File: config.mk
export PLATFORM = sky130hd
export DESIGN_NAME = diff_scan_seq_flat
export DESIGN_NICKNAME = d
export VERILOG_FILES = /design/src/rtl/diff_scan_seq_if.sv /design/src/rtl/diff_scan_seq.sv /design/src/flat_wrapper.sv
export SDC_FILE = /design/constraint.sdc
export NUM_CORES = 1
export LEC_CHECK = 0
export ABC_AREA = 1
export CAP_MARGIN = 10
export CORE_MARGIN = 1
export CORE_UTILIZATION = 47
export CTS_BUF_LIST = sky130_fd_sc_hd__clkbuf_4
export CTS_CLUSTER_DIAMETER = 150
export CTS_CLUSTER_SIZE = 28
export DETAILED_ROUTE_END_ITERATION = 10
export HOLD_SLACK_MARGIN = 0.02
export PLACE_DENSITY = 0.82
export SLEW_MARGIN = 40
export SYNTH_ARGS = -nofsm -noshare
export SYNTH_HDL_FRONTEND = slang
export SYNTH_SLANG_ARGS = --single-unit
File: constraint.sdc
create_clock -name clk -period 2.7 [get_ports clk]
set_input_delay 0.54 -clock clk [delete_from_list [all_inputs] [get_ports clk]]
set_output_delay 0.54 -clock clk [all_outputs]
set_load 0.02 [all_outputs]
File: src/rtl/diff_scan_seq_if.sv
// ---------------------------------------------------------------------------
// diff_scan_seq_if
//   Bundle between the ALU sequencer (master) and the first-differing-bit
//   scan unit (slave).
//
//   Handshake: the master raises start for one cycle together with mode,
//   inp1 and inp2. The slave accepts it only while idle (busy low); a start
//   seen while busy is dropped and its operands are not latched. The slave
//   answers with a single-cycle done pulse. out/equal (and hamming when
//   built in) are valid from the done cycle and hold until the next done or
//   reset. A start raised in the done cycle is accepted immediately.
//
//   Signals:
//     start, mode, inp1, inp2   master -> slave request
//     busy, done, out, equal    slave -> master status and result
//     hamming                   slave -> master, only with DIFF_POPCOUNT_EN
//     state_dbg                 slave -> master, current FSM state (0 idle,
//                               1 scanning) for observation only
// ---------------------------------------------------------------------------
interface diff_scan_seq_if #(
  parameter int WIDTH = 32,
  parameter int OUT_W = $clog2(WIDTH + 1)
);
  logic             start;
  logic             mode;
  logic [WIDTH-1:0] inp1;
  logic [WIDTH-1:0] inp2;
  logic             busy;
  logic             done;
  logic [OUT_W-1:0] out;
  logic             equal;
`ifdef DIFF_POPCOUNT_EN
  logic [OUT_W-1:0] hamming;
`endif
  logic             state_dbg;

`ifdef DIFF_POPCOUNT_EN
  modport master (
    output start, mode, inp1, inp2,
    input  busy, done, out, equal, hamming, state_dbg
  );
  modport slave (
    input  start, mode, inp1, inp2,
    output busy, done, out, equal, hamming, state_dbg
  );
`else
  modport master (
    output start, mode, inp1, inp2,
    input  busy, done, out, equal, state_dbg
  );
  modport slave (
    input  start, mode, inp1, inp2,
    output busy, done, out, equal, state_dbg
  );
`endif
endinterface

File: src/rtl/diff_scan_seq.sv
// ---------------------------------------------------------------------------
// diff_scan_seq
//   Multi-cycle first-differing-bit unit. The operands are XORed when the
//   request is accepted; the XOR word is then scanned CHUNK bits per cycle,
//   from the LSB end (mode 0, lowest differing bit) or the MSB end (mode 1,
//   highest differing bit). The result is the 1-based index of the first
//   hit (bit i reports i+1), or 0 with equal=1 when the operands match.
//
//   Optional build macro: DIFF_POPCOUNT_EN
//     Adds the hamming output (popcount of the XOR word, accumulated chunk by
//     chunk). Early termination is off in this build: every operation walks
//     all WIDTH/CHUNK chunks; out still reports the first hit in scan order.
//
//   Ports:
//     clk   rising-edge clock
//     rst   synchronous active-high reset; aborts a scan without a done pulse
//     bus   diff_scan_seq_if.slave: start/mode/inp1/inp2 in,
//           busy/done/out/equal[/hamming]/state_dbg out
//
//   Timing: start sampled at edge E0, busy high for k cycles (k = chunks
//   examined), done high for one cycle right after the last scan edge.
// ---------------------------------------------------------------------------
module diff_scan_seq #(
  parameter int WIDTH = 32,
  parameter int CHUNK = 8,
  parameter int OUT_W = $clog2(WIDTH + 1)
) (
  input  logic            clk,
  input  logic            rst,
  diff_scan_seq_if.slave  bus
);

  localparam int NCHUNK = WIDTH / CHUNK;
  localparam int PTR_W  = (NCHUNK > 1) ? $clog2(NCHUNK) : 1;
  localparam int BIT_W  = (CHUNK > 1) ? $clog2(CHUNK) : 1;
  localparam logic [PTR_W-1:0] LAST_PTR = PTR_W'(NCHUNK - 1);

  generate
    if ((WIDTH % CHUNK) != 0 || CHUNK < 1 || CHUNK > WIDTH) begin : g_bad_chunk
      $error("diff_scan_seq: WIDTH must be a positive multiple of CHUNK");
    end
    if ((1 << OUT_W) <= WIDTH) begin : g_bad_out_w
      $error("diff_scan_seq: OUT_W too narrow to hold WIDTH");
    end
  endgenerate

  typedef enum logic [0:0] {
    IDLE = 1'b0,
    SCAN = 1'b1
  } state_t;

  state_t           state_q, state_d;
  logic [PTR_W-1:0] ptr_q,   ptr_d;
  logic [WIDTH-1:0] x_q,     x_d;
  logic             mode_q,  mode_d;
  logic             done_q,  done_d;
  logic [OUT_W-1:0] out_q,   out_d;
  logic             equal_q, equal_d;
`ifdef DIFF_POPCOUNT_EN
  logic [OUT_W-1:0] acc_q,   acc_d;
  logic             found_q, found_d;
  logic [OUT_W-1:0] first_q, first_d;
  logic [OUT_W-1:0] ham_q,   ham_d;
`endif

  // -------------------------------------------------------------------------
  // Chunk examination: the slice under the pointer, its priority-encoded hit
  // and the resulting 1-based bit position.
  // -------------------------------------------------------------------------
  logic [CHUNK-1:0] chunk_v;
  logic             chunk_hit;
  logic [BIT_W-1:0] bit_idx;
  logic [OUT_W-1:0] hit_pos;
  logic             last_chunk;

  always_comb begin
    chunk_v   = x_q[ptr_q*CHUNK +: CHUNK];
    chunk_hit = |chunk_v;
    bit_idx   = '0;
    if (mode_q == 1'b0) begin
      // Walk downwards so the lowest set bit is the last one written.
      for (int i = CHUNK - 1; i >= 0; i--) begin
        if (chunk_v[i]) bit_idx = BIT_W'(i);
      end
    end else begin
      // Walk upwards so the highest set bit is the last one written.
      for (int i = 0; i < CHUNK; i++) begin
        if (chunk_v[i]) bit_idx = BIT_W'(i);
      end
    end
    hit_pos    = OUT_W'(ptr_q) * OUT_W'(CHUNK) + OUT_W'(bit_idx) + OUT_W'(1);
    last_chunk = mode_q ? (ptr_q == '0) : (ptr_q == LAST_PTR);
  end

`ifdef DIFF_POPCOUNT_EN
  logic [OUT_W-1:0] chunk_cnt;

  always_comb begin
    chunk_cnt = '0;
    for (int i = 0; i < CHUNK; i++) begin
      chunk_cnt = chunk_cnt + OUT_W'(chunk_v[i]);
    end
  end
`endif

  // -------------------------------------------------------------------------
  // Next-state and result logic
  // -------------------------------------------------------------------------
  always_comb begin
    state_d = state_q;
    ptr_d   = ptr_q;
    x_d     = x_q;
    mode_d  = mode_q;
    done_d  = 1'b0;
    out_d   = out_q;
    equal_d = equal_q;
`ifdef DIFF_POPCOUNT_EN
    acc_d   = acc_q;
    found_d = found_q;
    first_d = first_q;
    ham_d   = ham_q;
`endif

    case (state_q)
      IDLE: begin
        if (bus.start) begin
          x_d     = bus.inp1 ^ bus.inp2;
          mode_d  = bus.mode;
          ptr_d   = bus.mode ? LAST_PTR : '0;
          state_d = SCAN;
`ifdef DIFF_POPCOUNT_EN
          acc_d   = '0;
          found_d = 1'b0;
          first_d = '0;
`endif
        end
      end

      SCAN: begin
`ifdef DIFF_POPCOUNT_EN
        // Full walk: remember the first hit, keep counting until the end.
        acc_d = acc_q + chunk_cnt;
        if (!found_q && chunk_hit) begin
          found_d = 1'b1;
          first_d = hit_pos;
        end
        if (last_chunk) begin
          if (found_q)        out_d = first_q;
          else if (chunk_hit) out_d = hit_pos;
          else                out_d = '0;
          equal_d = !(found_q || chunk_hit);
          ham_d   = acc_q + chunk_cnt;
          done_d  = 1'b1;
          state_d = IDLE;
        end else begin
          ptr_d = mode_q ? (ptr_q - 1'b1) : (ptr_q + 1'b1);
        end
`else
        if (chunk_hit) begin
          out_d   = hit_pos;
          equal_d = 1'b0;
          done_d  = 1'b1;
          state_d = IDLE;
        end else if (last_chunk) begin
          out_d   = '0;
          equal_d = 1'b1;
          done_d  = 1'b1;
          state_d = IDLE;
        end else begin
          ptr_d = mode_q ? (ptr_q - 1'b1) : (ptr_q + 1'b1);
        end
`endif
      end

      default: begin
        state_d = IDLE;
      end
    endcase
  end

  // -------------------------------------------------------------------------
  // State registers
  // -------------------------------------------------------------------------
  always_ff @(posedge clk) begin
    if (rst) begin
      state_q <= IDLE;
      ptr_q   <= '0;
      x_q     <= '0;
      mode_q  <= 1'b0;
      done_q  <= 1'b0;
      out_q   <= '0;
      equal_q <= 1'b0;
`ifdef DIFF_POPCOUNT_EN
      acc_q   <= '0;
      found_q <= 1'b0;
      first_q <= '0;
      ham_q   <= '0;
`endif
    end else begin
      state_q <= state_d;
      ptr_q   <= ptr_d;
      x_q     <= x_d;
      mode_q  <= mode_d;
      done_q  <= done_d;
      out_q   <= out_d;
      equal_q <= equal_d;
`ifdef DIFF_POPCOUNT_EN
      acc_q   <= acc_d;
      found_q <= found_d;
      first_q <= first_d;
      ham_q   <= ham_d;
`endif
    end
  end

  assign bus.busy      = (state_q == SCAN);
  assign bus.done      = done_q;
  assign bus.out       = out_q;
  assign bus.equal     = equal_q;
  assign bus.state_dbg = state_q;
`ifdef DIFF_POPCOUNT_EN
  assign bus.hamming   = ham_q;
`endif

endmodule

File: src/flat_wrapper.sv
// flat-port wrapper written by rule: the top's interface ports become plain ports
module diff_scan_seq_flat 
#(
  parameter int WIDTH = 32,
  parameter int CHUNK = 8,
  parameter int OUT_W = $clog2(WIDTH + 1)
)
  (clk, rst, bus_start, bus_mode, bus_inp1, bus_inp2, bus_busy, bus_done, bus_out, bus_equal, bus_state_dbg);
  diff_scan_seq_if #(.WIDTH(WIDTH), .OUT_W(OUT_W)) bus_i ();
  input  logic clk;
  input  logic rst;
  input wire logic [$bits(bus_i.start)-1:0] bus_start;
  input wire logic [$bits(bus_i.mode)-1:0] bus_mode;
  input wire logic [$bits(bus_i.inp1)-1:0] bus_inp1;
  input wire logic [$bits(bus_i.inp2)-1:0] bus_inp2;
  output wire logic [$bits(bus_i.busy)-1:0] bus_busy;
  output wire logic [$bits(bus_i.done)-1:0] bus_done;
  output wire logic [$bits(bus_i.out)-1:0] bus_out;
  output wire logic [$bits(bus_i.equal)-1:0] bus_equal;
  output wire logic [$bits(bus_i.state_dbg)-1:0] bus_state_dbg;
  assign bus_i.start = bus_start;
  assign bus_i.mode = bus_mode;
  assign bus_i.inp1 = bus_inp1;
  assign bus_i.inp2 = bus_inp2;
  assign bus_busy = bus_i.busy;
  assign bus_done = bus_i.done;
  assign bus_out = bus_i.out;
  assign bus_equal = bus_i.equal;
  assign bus_state_dbg = bus_i.state_dbg;
  diff_scan_seq #(.WIDTH(WIDTH), .CHUNK(CHUNK), .OUT_W(OUT_W)) u_core (.clk(clk), .rst(rst), .bus(bus_i));
endmodule
==> run summary, run 1 <==
final worst-path cycle share - 85.4%
Worst R2R End - u_core.bus.out[4]
cell with the most instances after synthesis - sky130_fd_sc_hd__nand2_1
final HPWL from detailed placement - 4060 um
data required time at the worst endpoint - 2.99 ns
number of antenna violations at the first check in global routing - 0
clock period minus worst slack - 2.30 ns
Peak Freq - 434 MHz
origin of the critical flop-to-flop path - u_core.ptr_q[1]
Power, Total - 1.73 mW
most frequent cells after synthesis - sky130_fd_sc_hd__nand2_1, sky130_fd_sc_hd__dfxtp_1, sky130_fd_sc_hd__a21oi_1
endpoint arrival time on the critical path - 2.59 ns
top cell family by delay on the critical path - simple AND/OR/NAND/NOR gates
RSZ-0062 raised after global routing - no
H-tree lvl count - 2
final-report hold violation count - 0
cell leakage power - 1.26 nW
register-to-register setup slack - 0.40 ns
residual overflow from global routing - 0
filler instances - 443
routability congestion estimate - 0.942
outcome - complete, no violations
type of the worst min-delay path - flip-flop to flip-flop
GRT Total Usage - 21.6%
Layout area overhead - 38.3%
Critical Path Max Stage Delay - 0.35 ns
syn nets - 386
vias per std cell - 5.04
largest clock skew in the final design - 0.0152 ns
setup slack after layout - 0.395 ns
PwrDens - 548 nW/um2
flops & latches, synth - 44
number of warnings issued by yosys - 0
Worst Path Class, Setup - flip-flop to flip-flop
worst slew margin relative to its limit - 60.3%
Synth async-reset ratio - 0%
fraction of final layout cells sized beyond drive strength 1 - 6.65%
clock tree sinks - 44
post-route antenna net violation count - 0
Maximum Capacitance Violations - 0
cell taking the most area after synthesis - sky130_fd_sc_hd__dfxtp_1
hold path startpoint - u_core.bus.out[3]
number of global-route vias before repair - 2,075
Setup Slack @ Placement - 0.440 ns
Multi-input gate area - 1240 um2
number of cells produced by synthesis - 317
Register-to-Register Path Depth - 19
type of origin of the critical path - flip-flop
Hold Buf Count CTS - 0
routed wire length - 5260 um
library cell used as clock root buffer - sky130_fd_sc_hd__clkbuf_4
Fin Hold WS - 0.470 ns
global-route wire length before repair - 8780 um
CTS Buf Count - 5
Port Buffers - 77
number of instances resized during post-cts repair - 0
height of the chip - 71.8 um
CP Max Fanout - 10
Reg clk slew, reported paths - 0.12 ns
average cell area after synthesis - 7.22 um2
actual slew at the worst max-slew pin - 0.595 ns
number of setup buffers added after CTS - 0
die boundary width - 71.8 um
routed length per placed instance - 11.8 um
number of enable-type register cells in the synthesized netlist - 0
combined buffer and inverter count along the critical path - 3
number of detailed-route iterations in the first pass - 5
CTS tree - yes
final number of setup-violating endpoints - 0
register area share after synthesis - 38.5%
critical path endpoint category - flip-flop
# IOs - 78
top-area cell type share of the netlist area - 38.5%
total DRC errors in the routed layout - 0
maximum clock insertion buffer count - 2
nets - 460
Final TNS setup - 0 ns
Starting Density - 48.8%
standard-cell row count - 25
main area contributors after synthesis - sky130_fd_sc_hd__dfxtp_1, sky130_fd_sc_hd__xnor2_1, sky130_fd_sc_hd__nand2_1
Die Footprint - 5150 um2
Antenna Cells - 0
maximum ir drop on the vdd rail - 305 uV
worst skew pair latency - 0.36 ns
end point of the worst hold path - u_core.bus.out[3]
crit-path cells - clkinv_1 -> a21oi_1 -> o21ai_0 -> nand2_1 -> nand2_1 -> nand2_1 -> nand2_1 -> nand2_1 -> nand2_1 -> nand2_1 -> nand2_1 -> inv_2 -> ha_1 -> inv_1 -> nor2_1 -> nand2_1 -> xor2_1 -> nand2_1 -> a21oi_1
sequential cell area in the final layout - 881 um2
number of distinct library cell variants in the gate-level netlist after synthesis - 27
Hold Crit Depth - 2
initial detailed-routing violation count - 191
routed via count - 2,243
CORE AREA - 4690 um2
maximum number of pins on one net before global-route repair - 66
final number of max-transition violations - 0
standard cell with the maximum stage delay on the critical path - sky130_fd_sc_hd__dfxtp_1
cell area after synthesis - 2290 um2
main flop type after synthesis - sky130_fd_sc_hd__dfxtp_1
CP most frequent cell - sky130_fd_sc_hd__nand2_1
==> worst max-delay path by stage <==
stage	from	endpoint	slack, ns	depth (start not counted)
after global routing	u_core.ptr_q[1]	u_core.bus.out[4]	0.05	19
after detailed placement	u_core.ptr_q[0]	u_core.bus.out[4]	0.44	22
after CTS	u_core.ptr_q[0]	u_core.bus.out[4]	0.40	22
final	u_core.ptr_q[1]	u_core.bus.out[4]	0.40	19
after floorplan	u_core.ptr_q[0]	u_core.bus.out[4]	0.69	22
after global placement	u_core.ptr_q[0]	u_core.bus.out[4]	0.54	22
==> kinds of logic (layout without fill, tap and decap cells) <==
logic type	count (synthesis)	after routing	share of synthesized area, %
AOI/OAI and AO/OA	90	90	20.3
DFF	44	44	38.5
buffers and inverters	42	116	7.76
and+or+nand+nor	107	107	20.3
xor gates and xnor gates	33	33	12.6
adders and majority gates	1	1	0.547
==> tightest hold or removal path, delay by kind of cell, from the launching register on <==
| kind | cells | cell delay, ns |
|---|---|---|
| flip-flops | 1 | 0.33 |
| AND/OR/NAND/NOR | 1 | 0.06 |
| AO/OA/AOI/OAI | 1 | 0.05 |
==> stage by stage <==
stage / utilization [%] / area, um2 / instances
2_1_floorplan: - / 2290 / 317
3_3_place_gp: 66.3 / 3110 / 438
3_5_place_dp: 66.3 / 3110 / 438
4_1_cts: 67.4 / 3160 / 445
5_1_grt: 67.4 / 3160 / 445
6_report: 67.4 / 3160 / 445
==> routing by layer <==
| layer | share of wire [%] | vias to the layer above | wire, um | track usage [%] |
|---|---|---|---|---|
| met2 | 48 | 71 | 2550 | 37.7 |
| met4 | 1.1 | 0 | 59 | 6.32 |
| met5 | 0 | - | 0 | 0 |
| met3 | 5.9 | 8 | 309 | 4.64 |
| met1 | 44 | 982 | 2340 | 26.6 |
| li1 | - | 1182 | - | - |
==> state kept, by name, indices dropped and copies added, names as in the netlist <==
name and cells:
u_core.bus.out 6, u_core.x_q 32, u_core.ptr_q 2, u_core.bus.equal 1, u_core.bus.busy 1, u_core.mode_q 1, u_core.bus.done 1
==> layout make-up <==
| type | instances | area share [%] |
|---|---|---|
| clock buffer | 5 | 1.19 |
| clock inverter | 2 | 0.395 |
| inverter | 26 | 3.16 |
| multi-input combinational | 231 | 39.1 |
| sequential | 44 | 27.8 |
| tap | 54 | 2.14 |
| timing repair buffer | 83 | 26.2 |
==> report_power, final <==
group	switching (mW)	internal, mW	leakage (nW)
Clock	0.206	0.0951	0.0271
Combinational	0.371	0.302	0.872
Sequential	0.0396	0.721	0.364
Total	0.617	1.12	1.26
==> cell usage in the layout (no fill, tap or decap), drive strengths merged <==
cell           netlist  layout
buf                  5       6
clkbuf              11       5
o21ai               45      45
clkinv               1       2
nor3                 1       1
nand2               74      74
nor2                14      14
xor2                 1       1
dfxtp               44      44
o31ai                1       1
ha                   1       1
inv                 25      25
nand3b               1       1
xnor2               32      32
clkdlybuf4s50        0      77
nand3               15      15
nand4                2       2
a21oi               43      43
clkinvlp             0       1
o211ai               1       1
Note: power is estimated with default switching activity, not from simulation.
==> run 2: changes to the inputs <==
- CORE_MARGIN: 1 -> 2
==> run 2 against run 1 <==
  * Register-to-register slack better by 0.03 ns
  * Critical path depth is the same
  * Routed wire length shrank 1.6%
  * Critical path type unchanged
  * Largest power group unchanged
  * Highest routed layer unchanged
==> run summary, run 2 (synthesis gave the netlist of run 1 again) <==
height of the chip - 73.8 um (+2.8%)
cell leakage power - 1.27 nW (+0.15%)
number of global-route vias before repair - 2,215 (+6.7%)
CTS tree - yes
final worst-path cycle share - 84.2% (-1.2 points)
GRT Total Usage - 21.0% (-0.52 points)
Setup Slack @ Placement - 0.409 ns (-0.0307 ns)
Power, Total - 1.83 mW (+5.4%)
critical path endpoint category - flip-flop
maximum ir drop on the vdd rail - 301 uV (-1.4%)
instance area at placement - 3110 um2 (about the same)
Antenna Cells - 0 (unchanged)
Worst Path Class, Setup - flip-flop to flip-flop
standard-cell row count - 25 (unchanged)
final HPWL from detailed placement - 3970 um (-2.4%)
setup slack after layout - 0.426 ns (+0.0311 ns)
routed length per placed instance - 11.3 um (-4.2%)
filler instances - 439 (-0.90%)
clock period minus worst slack - 2.27 ns (-0.0311 ns)
Peak Freq - 440 MHz (+1.4%)
Fin Hold WS - 0.468 ns (-0.00198 ns)
H-tree lvl count - 2 (unchanged)
Die Footprint - 5440 um2 (+5.7%)
Starting Density - 48.5% (-0.32 points)
data required time at the worst endpoint - 3.00 ns (about the same)
number of detailed-route iterations in the first pass - 4 (-1)
Reg clk slew, reported paths - 0.12 ns (about the same)
Hold Buf Count CTS - 0 (unchanged)
final-report hold violation count - 0 (unchanged)
sequential cell area in the final layout - 881 um2 (unchanged)
actual slew at the worst max-slew pin - 0.460 ns (-0.135 ns)
residual overflow from global routing - 0 (unchanged)
final number of max-transition violations - 0 (unchanged)
max reg flops - 32 (unchanged)
nets - 458 (-0.43%)
fraction of final layout cells sized beyond drive strength 1 - 6.15% (-0.50 points)
type of origin of the critical path - flip-flop
worst slew margin relative to its limit - 69.2% (+8.9 points)
clock tree sinks - 44 (unchanged)
outcome - complete, no violations
endpoint arrival time on the critical path - 2.57 ns (-0.02 ns)
Final TNS setup - 0 ns (unchanged)
most common cell after layout, fill and taps aside - sky130_fd_sc_hd__clkdlybuf4s50_1
routed wire length - 5180 um (-1.6%)
worst skew pair latency - 0.36 ns (about the same)
routed via count - 2,292 (+2.2%)
library cell used as clock root buffer - sky130_fd_sc_hd__clkbuf_4
CTS Buf Count - 5 (unchanged)
Port Buffers - 77 (unchanged)
final design instance area without fill - 3190 um2 (+0.87%)
register containing the most flip-flops in the final layout - u_core.x_q
maximum number of pins on one net before global-route repair - 66 (unchanged)
CORE AREA - 4720 um2 (+0.67%)
largest clock skew in the final design - 0.00724 ns (-0.00798 ns)
routability congestion estimate - 0.909 (-3.5%)
total DRC errors in the routed layout - 0 (unchanged)
die boundary width - 73.8 um (+2.8%)
most used cells in the layout excluding fill and tap cells - sky130_fd_sc_hd__clkdlybuf4s50_1, sky130_fd_sc_hd__nand2_1, sky130_fd_sc_hd__dfxtp_1
Maximum Capacitance Violations - 0 (unchanged)
Multi-input gate area - 1240 um2 (unchanged)
RSZ-0062 raised after global routing - no
vias per std cell - 5.02 (-0.50%)
final number of setup-violating endpoints - 0 (unchanged)
PwrDens - 573 nW/um2 (+4.5%)
initial detailed-routing violation count - 108 (-43%)
maximum clock insertion buffer count - 2 (unchanged)
number of antenna violations at the first check in global routing - 0 (unchanged)
type of the worst min-delay path - flip-flop to flip-flop
# IOs - 78 (unchanged)
CP Max Fanout - 10 (unchanged)
global-route wire length before repair - 9050 um (+3.1%)
Layout area overhead - 39.5%
post-route antenna net violation count - 0 (unchanged)
[run 2: critical path, cell delays in order, from the launching register on]
cell and delay (ns):
sky130_fd_sc_hd__dfxtp_1 0.39, sky130_fd_sc_hd__clkinvlp_4 0.21, sky130_fd_sc_hd__a21oi_1 0.15, sky130_fd_sc_hd__o21ai_0 0.12
sky130_fd_sc_hd__nand2_1 0.14, sky130_fd_sc_hd__nand2_1 0.06, sky130_fd_sc_hd__nand2_1 0.05, sky130_fd_sc_hd__nand2_1 0.04
sky130_fd_sc_hd__nand2_1 0.06, sky130_fd_sc_hd__nand2_1 0.05, sky130_fd_sc_hd__nand2_1 0.09, sky130_fd_sc_hd__nand2_1 0.09
sky130_fd_sc_hd__inv_2 0.07, sky130_fd_sc_hd__ha_1 0.14, sky130_fd_sc_hd__inv_1 0.05, sky130_fd_sc_hd__nor2_1 0.12
sky130_fd_sc_hd__nand2_1 0.07, sky130_fd_sc_hd__xor2_1 0.14, sky130_fd_sc_hd__nand2_1 0.06, sky130_fd_sc_hd__a21oi_1 0.12
[run 2: layout make-up]
type                       instances  area share (%)
tap                               67            2.63
multi-input combinational        231            38.8
timing repair buffer              81            25.5
clock inverter                     3            1.18
sequential                        44            27.6
inverter                          26            3.18
clock buffer                       5            1.18
[run 2: final timing paths]
check	startpoint	to	slack [ns]	cells past startpoint
setup reg to reg	u_core.ptr_q[1]	u_core.bus.out[4]	0.43	19
hold reg to reg	u_core.bus.out[1]	u_core.bus.out[1]	0.47	2
setup / recovery	u_core.ptr_q[1]	u_core.bus.out[4]	0.43	19
hold / removal	u_core.bus.out[1]	u_core.bus.out[1]	0.47	2
[run 2: per-layer routing]
layer	part of all wire [%]	vias to the layer above	GRT usage, %
met1	45	1030	26.3
met4	1.8	0	8.48
met2	49	70	35.4
met5	0	-	0
li1	-	1181	-
met3	5.1	11	3.98
[run 2: per-stage QoR]
stage,utilization [%],std cells
finish,67.6,457
global route,67.6,457
CTS,67.5,457
detailed placement,65.9,449
global placement,65.9,449
floorplan,-,317
[run 2: timing repair]
| action | in CTS | in global routing |
|---|---|---|
| resized for setup | 0 | 1 |
| hold endpoints to repair | 0 | 0 |
| endpoints found under the setup margin | 0 | 1 |
| buffers inserted | 0 | 0 |
[run 2: where the power goes]
group | internal [mW] | leakage (nW) | switching, mW | total, mW
logic | 0.300 | 0.861 | 0.372 | 0.672
registers | 0.721 | 0.364 | 0.0407 | 0.761
clock network | 0.189 | 0.0403 | 0.206 | 0.395
total | 1.21 | 1.27 | 0.618 | 1.83
